**src/rtl/soc_system_pio_pkg.sv**
```systemverilog
// Shared definitions for the soc_system_pio_in input port: register
// offsets, edge-capture encodings and the per-bit edge-detect helper.
package soc_system_pio_pkg;

    // Avalon word offsets
    localparam logic [1:0] PIO_REG_DATA    = 2'd0;
    localparam logic [1:0] PIO_REG_DIR     = 2'd1;
    localparam logic [1:0] PIO_REG_IRQMASK = 2'd2;
    localparam logic [1:0] PIO_REG_EDGECAP = 2'd3;

    // EDGE_TYPE encodings
    localparam int PIO_EDGE_RISING  = 0;
    localparam int PIO_EDGE_FALLING = 1;
    localparam int PIO_EDGE_ANY     = 2;

    // Per-bit edge detect on the filtered level and its delayed copy.
    // Unknown encodings fall back to rising-edge detection.
    function automatic logic [31:0] pio_edge_detect(
        input logic [31:0] level,
        input logic [31:0] level_d,
        input int          edge_type
    );
        logic [31:0] result;
        case (edge_type)
            PIO_EDGE_RISING:  result = level & ~level_d;
            PIO_EDGE_FALLING: result = ~level & level_d;
            PIO_EDGE_ANY:     result = level ^ level_d;
            default:          result = level & ~level_d;
        endcase
        return result;
    endfunction

endpackage

```
**src/rtl/soc_system_pio_in_filter.sv**
```systemverilog
// Single-bit input conditioning for soc_system_pio_in: 2-FF synchronizer
// followed by either a debounce counter (SOC_SYSTEM_PIO_IN_DEBOUNCE_EN
// defined) or a plain register. The filtered level is held until the
// parent arms the port, at which point it loads the synchronized value
// directly so that no artificial edge is seen at start-up.
module soc_system_pio_filter #(
    parameter int DEBOUNCE_CYCLES = 1000
) (
    input  logic clk,
    input  logic reset_n,
    input  logic arm_load,
    input  logic armed,
    input  logic in_bit,
    output logic sync,
    output logic level
);

    logic sync1_r;
    logic sync2_r;
    logic level_r;

    // Two-flop synchronizer for the asynchronous input bit
    always_ff @(posedge clk or negedge reset_n) begin
        if (!reset_n) begin
            sync1_r <= 1'b0;
            sync2_r <= 1'b0;
        end else begin
            sync1_r <= in_bit;
            sync2_r <= sync1_r;
        end
    end

`ifdef SOC_SYSTEM_PIO_IN_DEBOUNCE_EN
    localparam int              CNT_W    = $clog2(DEBOUNCE_CYCLES + 1);
    localparam logic [CNT_W-1:0] CNT_LAST = CNT_W'(DEBOUNCE_CYCLES - 1);

    logic [CNT_W-1:0] cnt_r;

    // Debounce: the counter runs only while sync2 disagrees with level;
    // any return to agreement restarts it, so short pulses never reach level
    always_ff @(posedge clk or negedge reset_n) begin
        if (!reset_n) begin
            level_r <= 1'b0;
            cnt_r   <= {CNT_W{1'b0}};
        end else if (arm_load) begin
            level_r <= sync2_r;
            cnt_r   <= {CNT_W{1'b0}};
        end else if (!armed || (sync2_r == level_r)) begin
            level_r <= level_r;
            cnt_r   <= {CNT_W{1'b0}};
        end else if (cnt_r == CNT_LAST) begin
            level_r <= sync2_r;
            cnt_r   <= {CNT_W{1'b0}};
        end else begin
            level_r <= level_r;
            cnt_r   <= cnt_r + CNT_W'(1);
        end
    end
`else
    localparam int unused_debounce_cycles = DEBOUNCE_CYCLES;

    // Pass-through: level is sync2 registered once the port is armed
    always_ff @(posedge clk or negedge reset_n) begin
        if (!reset_n) begin
            level_r <= 1'b0;
        end else if (arm_load || armed) begin
            level_r <= sync2_r;
        end else begin
            level_r <= level_r;
        end
    end
`endif

    assign sync  = sync2_r;
    assign level = level_r;

endmodule

```
**src/rtl/soc_system_pio_in.sv**
```systemverilog
// Avalon-MM input PIO: synchronized/filtered input level at offset 0,
// interrupt mask at offset 2, write-1-to-clear edge capture at offset 3,
// and a level irq for unmasked captured edges.
// Optional debounce filter: define SOC_SYSTEM_PIO_IN_DEBOUNCE_EN.
module soc_system_pio_in #(
    parameter int WIDTH           = 3,
    parameter int EDGE_TYPE       = 0,
    parameter int DEBOUNCE_CYCLES = 1000
) (
    input  logic             clk,
    input  logic             reset_n,
    input  logic [1:0]       address,
    input  logic             chipselect,
    input  logic             write_n,
    input  logic [31:0]      writedata,
    input  logic [WIDTH-1:0] in_port,
    output logic [31:0]      readdata,
    output logic             irq
);

    import soc_system_pio_pkg::*;

    logic [WIDTH-1:0] sync_s;
    logic [WIDTH-1:0] level_s;
    logic [WIDTH-1:0] level_d_r;
    logic [WIDTH-1:0] irqmask_r;
    logic [WIDTH-1:0] edgecap_r;
    logic [WIDTH-1:0] edge_s;
    logic [WIDTH-1:0] capture_s;
    logic [WIDTH-1:0] clear_s;
    logic [WIDTH-1:0] wdata_s;
    logic [1:0]       arm_cnt_r;
    logic             armed_r;
    logic             arm_load_s;
    logic             wr_en_s;
    logic             wr_irqmask_s;
    logic             wr_edgecap_s;
    logic             unused_writedata_s;

    // One synchronizer/filter per input bit
    for (genvar i = 0; i < WIDTH; i++) begin : g_bit
        soc_system_pio_filter #(
            .DEBOUNCE_CYCLES (DEBOUNCE_CYCLES)
        ) u_filter (
            .clk      (clk),
            .reset_n  (reset_n),
            .arm_load (arm_load_s),
            .armed    (armed_r),
            .in_bit   (in_port[i]),
            .sync     (sync_s[i]),
            .level    (level_s[i])
        );
    end

    // Arming: count out the sync chain after reset, then load level once
    always_ff @(posedge clk or negedge reset_n) begin
        if (!reset_n) begin
            arm_cnt_r <= 2'd0;
            armed_r   <= 1'b0;
        end else begin
            if (arm_cnt_r != 2'd3) begin
                arm_cnt_r <= arm_cnt_r + 2'd1;
            end else begin
                arm_cnt_r <= arm_cnt_r;
            end
            if (arm_load_s) begin
                armed_r <= 1'b1;
            end else begin
                armed_r <= armed_r;
            end
        end
    end

    // Arm pulse is a single cycle: count saturated but not yet armed
    always_comb begin
        arm_load_s = (arm_cnt_r == 2'd3) && !armed_r;
    end

    // Delayed copy of the filtered level; aligned with level at arm time
    always_ff @(posedge clk or negedge reset_n) begin
        if (!reset_n) begin
            level_d_r <= {WIDTH{1'b0}};
        end else if (arm_load_s) begin
            level_d_r <= sync_s;
        end else begin
            level_d_r <= level_s;
        end
    end

    // Bus write decode and edge/clear vectors
    always_comb begin
        wr_en_s            = chipselect && !write_n;
        wr_irqmask_s       = wr_en_s && (address == PIO_REG_IRQMASK);
        wr_edgecap_s       = wr_en_s && (address == PIO_REG_EDGECAP);
        wdata_s            = writedata[WIDTH-1:0];
        unused_writedata_s = ^writedata;
        edge_s             = WIDTH'(pio_edge_detect(32'(level_s), 32'(level_d_r), EDGE_TYPE));
        if (armed_r) begin
            capture_s = edge_s;
        end else begin
            capture_s = {WIDTH{1'b0}};
        end
        if (wr_edgecap_s) begin
            clear_s = wdata_s;
        end else begin
            clear_s = {WIDTH{1'b0}};
        end
    end

    // Interrupt mask register
    always_ff @(posedge clk or negedge reset_n) begin
        if (!reset_n) begin
            irqmask_r <= {WIDTH{1'b0}};
        end else if (wr_irqmask_s) begin
            irqmask_r <= wdata_s;
        end else begin
            irqmask_r <= irqmask_r;
        end
    end

    // Edge capture: write-1 clears, a same-cycle edge on that bit wins
    always_ff @(posedge clk or negedge reset_n) begin
        if (!reset_n) begin
            edgecap_r <= {WIDTH{1'b0}};
        end else begin
            edgecap_r <= (edgecap_r & ~clear_s) | capture_s;
        end
    end

    // Zero-wait-state read mux, independent of chipselect
    always_comb begin
        case (address)
            PIO_REG_DATA:    readdata = 32'(level_s);
            PIO_REG_DIR:     readdata = 32'd0;
            PIO_REG_IRQMASK: readdata = 32'(irqmask_r);
            PIO_REG_EDGECAP: readdata = 32'(edgecap_r);
            default:         readdata = 32'd0;
        endcase
    end

    // Level interrupt from unmasked captured edges
    always_comb begin
        irq = |(edgecap_r & irqmask_r);
    end

endmodule
```
**config.mk**
```make
export PLATFORM = sky130hd
export DESIGN_NAME = soc_system_pio_in
export DESIGN_NICKNAME = d
export VERILOG_FILES = /design/src/rtl/soc_system_pio_pkg.sv /design/src/rtl/soc_system_pio_in_filter.sv /design/src/rtl/soc_system_pio_in.sv
export SDC_FILE = /design/constraint.sdc
export NUM_CORES = 1
export LEC_CHECK = 0
export BUFFER_PORTS_ARGS = -buffer_cell sky130_fd_sc_hd__buf_2
export CORE_ASPECT_RATIO = 2
export CORE_MARGIN = 2
export CORE_UTILIZATION = 30
export DETAILED_ROUTE_END_ITERATION = 10
export GPL_TIMING_DRIVEN = 0
export PLACE_DENSITY = 0.63
export SYNTH_ARGS = -nofsm -noshare
export SYNTH_HDL_FRONTEND = slang
export SYNTH_SLANG_ARGS = --single-unit
```
**constraint.sdc**
```tcl
create_clock -name clk -period 3.2 [get_ports clk]
set_input_delay 0.32 -clock clk [delete_from_list [all_inputs] [get_ports clk]]
set_output_delay 0.32 -clock clk [all_outputs]
set_load 0.01 [all_outputs]
```
==> impl_metrics.env <==
export IMPL_cts_root_buf="clkbuf_8"
export IMPL_cts_max_path_buffers=2
export IMPL_pwr_density_cell_nw_per_um2=414
export IMPL_synth_top_area_cell="dfrtp_1"
export IMPL_synth_common_cells="buf_4 (29), dfrtp_1 (21), mux2_2 (7), inv_1 (5)"
export IMPL_multi_input_area_um2=427
export IMPL_holdWs_ns=-0.0123
export IMPL_avgSynthCellArea_um2=11.9
export IMPL_p_leak_nw=0.718
export IMPL_p_switching_w=0.000144
export IMPL_violations="hold timing"
export IMPL_reg2reg_from="arm_cnt_r[0]"
export IMPL_io_pins=74
export IMPL_ctsHoldBuffers=0
export IMPL_reg2reg_to="g_bit[0].u_filter.level"
export IMPL_seq_power_share=0.518
export IMPL_synth_main_ff_cell="dfrtp_1"
export IMPL_intPower_w=0.000427
export IMPL_fin_skew_ns=0.00698
export IMPL_synth_seq_cells=21
export IMPL_slowest_delay_ns=0.40
export IMPL_area_growth_pct=25.8
export IMPL_cts_buffers_inserted=3
export IMPL_drc=0
export IMPL_yosys_warnings=0
export IMPL_drive_above_1_share=0.435
export IMPL_finalWeightedCongestion=0.814
export IMPL_crit_path_end_kind="primary output"
export IMPL_gr_usage_all_layers=0.0982
export IMPL_switching_share=0.252
export IMPL_grt_pass1_vias=661
export IMPL_port_buffers=14
export IMPL_r2r_cells=3
export IMPL_dp_cells=183
export IMPL_postCtsSetupRepairBufs=0
export IMPL_tritoncts_num_sinks=21
export IMPL_worst_path_max_delay_cell="dfrtp_1"
export IMPL_insertion_delay_ns=0.27
export IMPL_synth_edf_count=0
export IMPL_cts_resized=0
export IMPL_crit_type="reg2out"
export IMPL_cts_tree="built"
export IMPL_avgViaCountPerCell=3.82
export IMPL_initial_core_util=0.307
export IMPL_antenna_cells=0
export IMPL_dp_hpwl_mm=1.49
export IMPL_r2r_slack_ns=1.78
export IMPL_die_y_um=89.4
export IMPL_synthArstFlopShare=1.00
export IMPL_rows=31
export IMPL_clkPwrFrac=0.300
export IMPL_grt_pass1_wl_mm=2.86
export IMPL_wl_per_cell_um=9.73
export IMPL_first_pass_iters=4
export IMPL_finalWirelength_mm=1.82
export IMPL_fin_tns_setup_ns=0
export IMPL_min_path_type="in2async"
export IMPL_outcome="finished, violations left"
export IMPL_yosysTopAreaCellShare=0.480
export IMPL_maxCapViolCount=0
export IMPL_dp_slack_ns=1.79
export IMPL_clock_fmax_ghz=0.643
export IMPL_yosysUniqueCellTypes=20
export IMPL_vias=714
export IMPL_dieArea_um2=4180
export IMPL_combPwrFrac=0.182
export IMPL_grt_overflow=0
export IMPL_setup_ws_ns=1.65
export IMPL_h_tree_depth=1
export IMPL_fin_nets=181
export IMPL_syn_inst=92
export IMPL_worstPathMaxFanout=3
export IMPL_ant_nets=0
export IMPL_grt_max_degree=22
export IMPL_synth_most_common_cell="buf_4"
export IMPL_syn_cell_area_um2=1090
export IMPL_rsz0062_at_grt="false"
export IMPL_ys_top_cells_by_area="dfrtp_1 (48%), buf_4 (20%), mux2_2 (7.2%)"
export IMPL_antenna_found_initial=0
export IMPL_n_fill_cell=378
export IMPL_hold_violations=17
export IMPL_peakVddDrop_mv=0.256
export IMPL_crit_start="irqmask_r[2]"
export IMPL_final_seq_area_um2=526
export IMPL_drv_slew=0
export IMPL_min_period_ns=1.55
export IMPL_die_w_um=46.7
export IMPL_fin_cells=187
export IMPL_start_kind="flop"
export IMPL_core_um2=3570
export IMPL_ys_seq_area_frac=0.480
export IMPL_clk_pin_slew_ns=0.07
export IMPL_report_final_setup_viol=0
export IMPL_drtIter0Drc=17
export IMPL_crit_chain="a222oi_1 -> inv_1 -> buf_2"
export IMPL_arrival_ns=1.23
export IMPL_cp_required_ns=2.88
export IMPL_period_share=0.486
[per-layer routing]
metal,part of all wire,vias to the layer above,global-route usage
li1,-,341,-
met1,0.33,329,0.0934
met2,0.57,39,0.177
met3,0.068,5,0.00808
met4,0.034,0,0.0808
met5,0,-,0
[layout make-up]
class / instances / share of cell area
clock buffers: 3 / 0.0300
multi-input cells: 64 / 0.310
flip-flops and latches: 21 / 0.381
clock inverters: 1 / 0.00363
repair buffers: 14 / 0.0509
inverters: 5 / 0.0136
plain buffers: 30 / 0.166
well taps: 49 / 0.0445
[sequential cells by signal, indices dropped and copies added, names as in the netlist]
signal                  count
level_d_r                   3
armed_r                     1
arm_cnt_r                   2
g_bit.u_filter.sync1_r      3
g_bit.u_filter.sync         3
edgecap_r                   3
g_bit.u_filter.level        3
irqmask_r                   3
[kinds of logic (layout without fill, tap and decap cells)]
| kind of cell | count (synthesis) | after routing | synth area share |
|---|---|---|---|
| AOI/OAI and AO/OA | 7 | 7 | 0.0434 |
| muxes | 13 | 13 | 0.141 |
| buffers and inverters | 35 | 53 | 0.226 |
| adders and majority gates | 1 | 1 | 0.0114 |
| and+or+nand+nor | 13 | 13 | 0.0869 |
| DFF | 21 | 21 | 0.480 |
| other | 1 | 29 | 0.00343 |
| xor gates and xnor gates | 1 | 1 | 0.00800 |
[per-stage QoR]
| step | power [W] | area (um2) | utilization | hold WS, ns |
|---|---|---|---|---|
| 6_report | 0.000571 | 1380 | 0.386 | -0.0123 |
| 5_1_grt | 0.000601 | 1380 | 0.386 | 0.0184 |
| 4_1_cts | 0.000578 | 1380 | 0.386 | 0.00167 |
| 3_5_place_dp | 0.000403 | 1330 | 0.373 | 0.297 |
| 3_3_place_gp | 0.000398 | 1330 | 0.373 | 0.283 |
| 2_1_floorplan | 0.000375 | 1200 | - | 0.0244 |
[placed cells by master, fill, tap and decap left out]
cell	n
nand3_1	3
nor2_1	1
mux2_2	7
mux2i_1	3
buf_6	1
inv_1	5
buf_2	14
nand2b_1	3
xnor2_1	1
nand3b_1	3
and4bb_4	1
dfrtp_1	21
mux2_4	3
a222oi_1	1
o21ai_0	3
clkbuf_8	3
nor2b_2	1
o211ai_1	3
ha_1	1
conb_1	29
buf_4	29
clkinv_2	1
and4b_1	1
[power groups by stage]
| stage | Combinational, W | Clock, W | Sequential [W] |
|---|---|---|---|
| 2_1_floorplan | 0.0000791 | 0 | 0.000296 |
| 3_3_place_gp | 0.000100 | 0 | 0.000298 |
| 3_5_place_dp | 0.000103 | 0 | 0.000300 |
| 4_1_cts | 0.000103 | 0.000179 | 0.000295 |
| 5_1_grt | 0.000117 | 0.000186 | 0.000298 |
| 6_report | 0.000104 | 0.000171 | 0.000295 |
[critical path: cells and delay by family, from the launching register on]
| family | cells | cell delay (ns) |
|---|---|---|
| AOI/OAI and AO/OA | 1 | 0.36 |
| buffers and inverters | 2 | 0.20 |
| DFF | 1 | 0.40 |
[how the worst max path moves through the flow]
stage                     slack, ns                 endpoint  cells past startpoint
after global routing           1.54                      irq                      3
after CTS                      1.65                      irq                      3
after global placement         1.82  g_bit[0].u_filter.level                      3
after detailed placement       1.79  g_bit[1].u_filter.level                      3
after floorplan                1.90  g_bit[0].u_filter.level                      3
final                          1.65                      irq                      3
No activity file was read; power rests on OpenSTA's default activity.
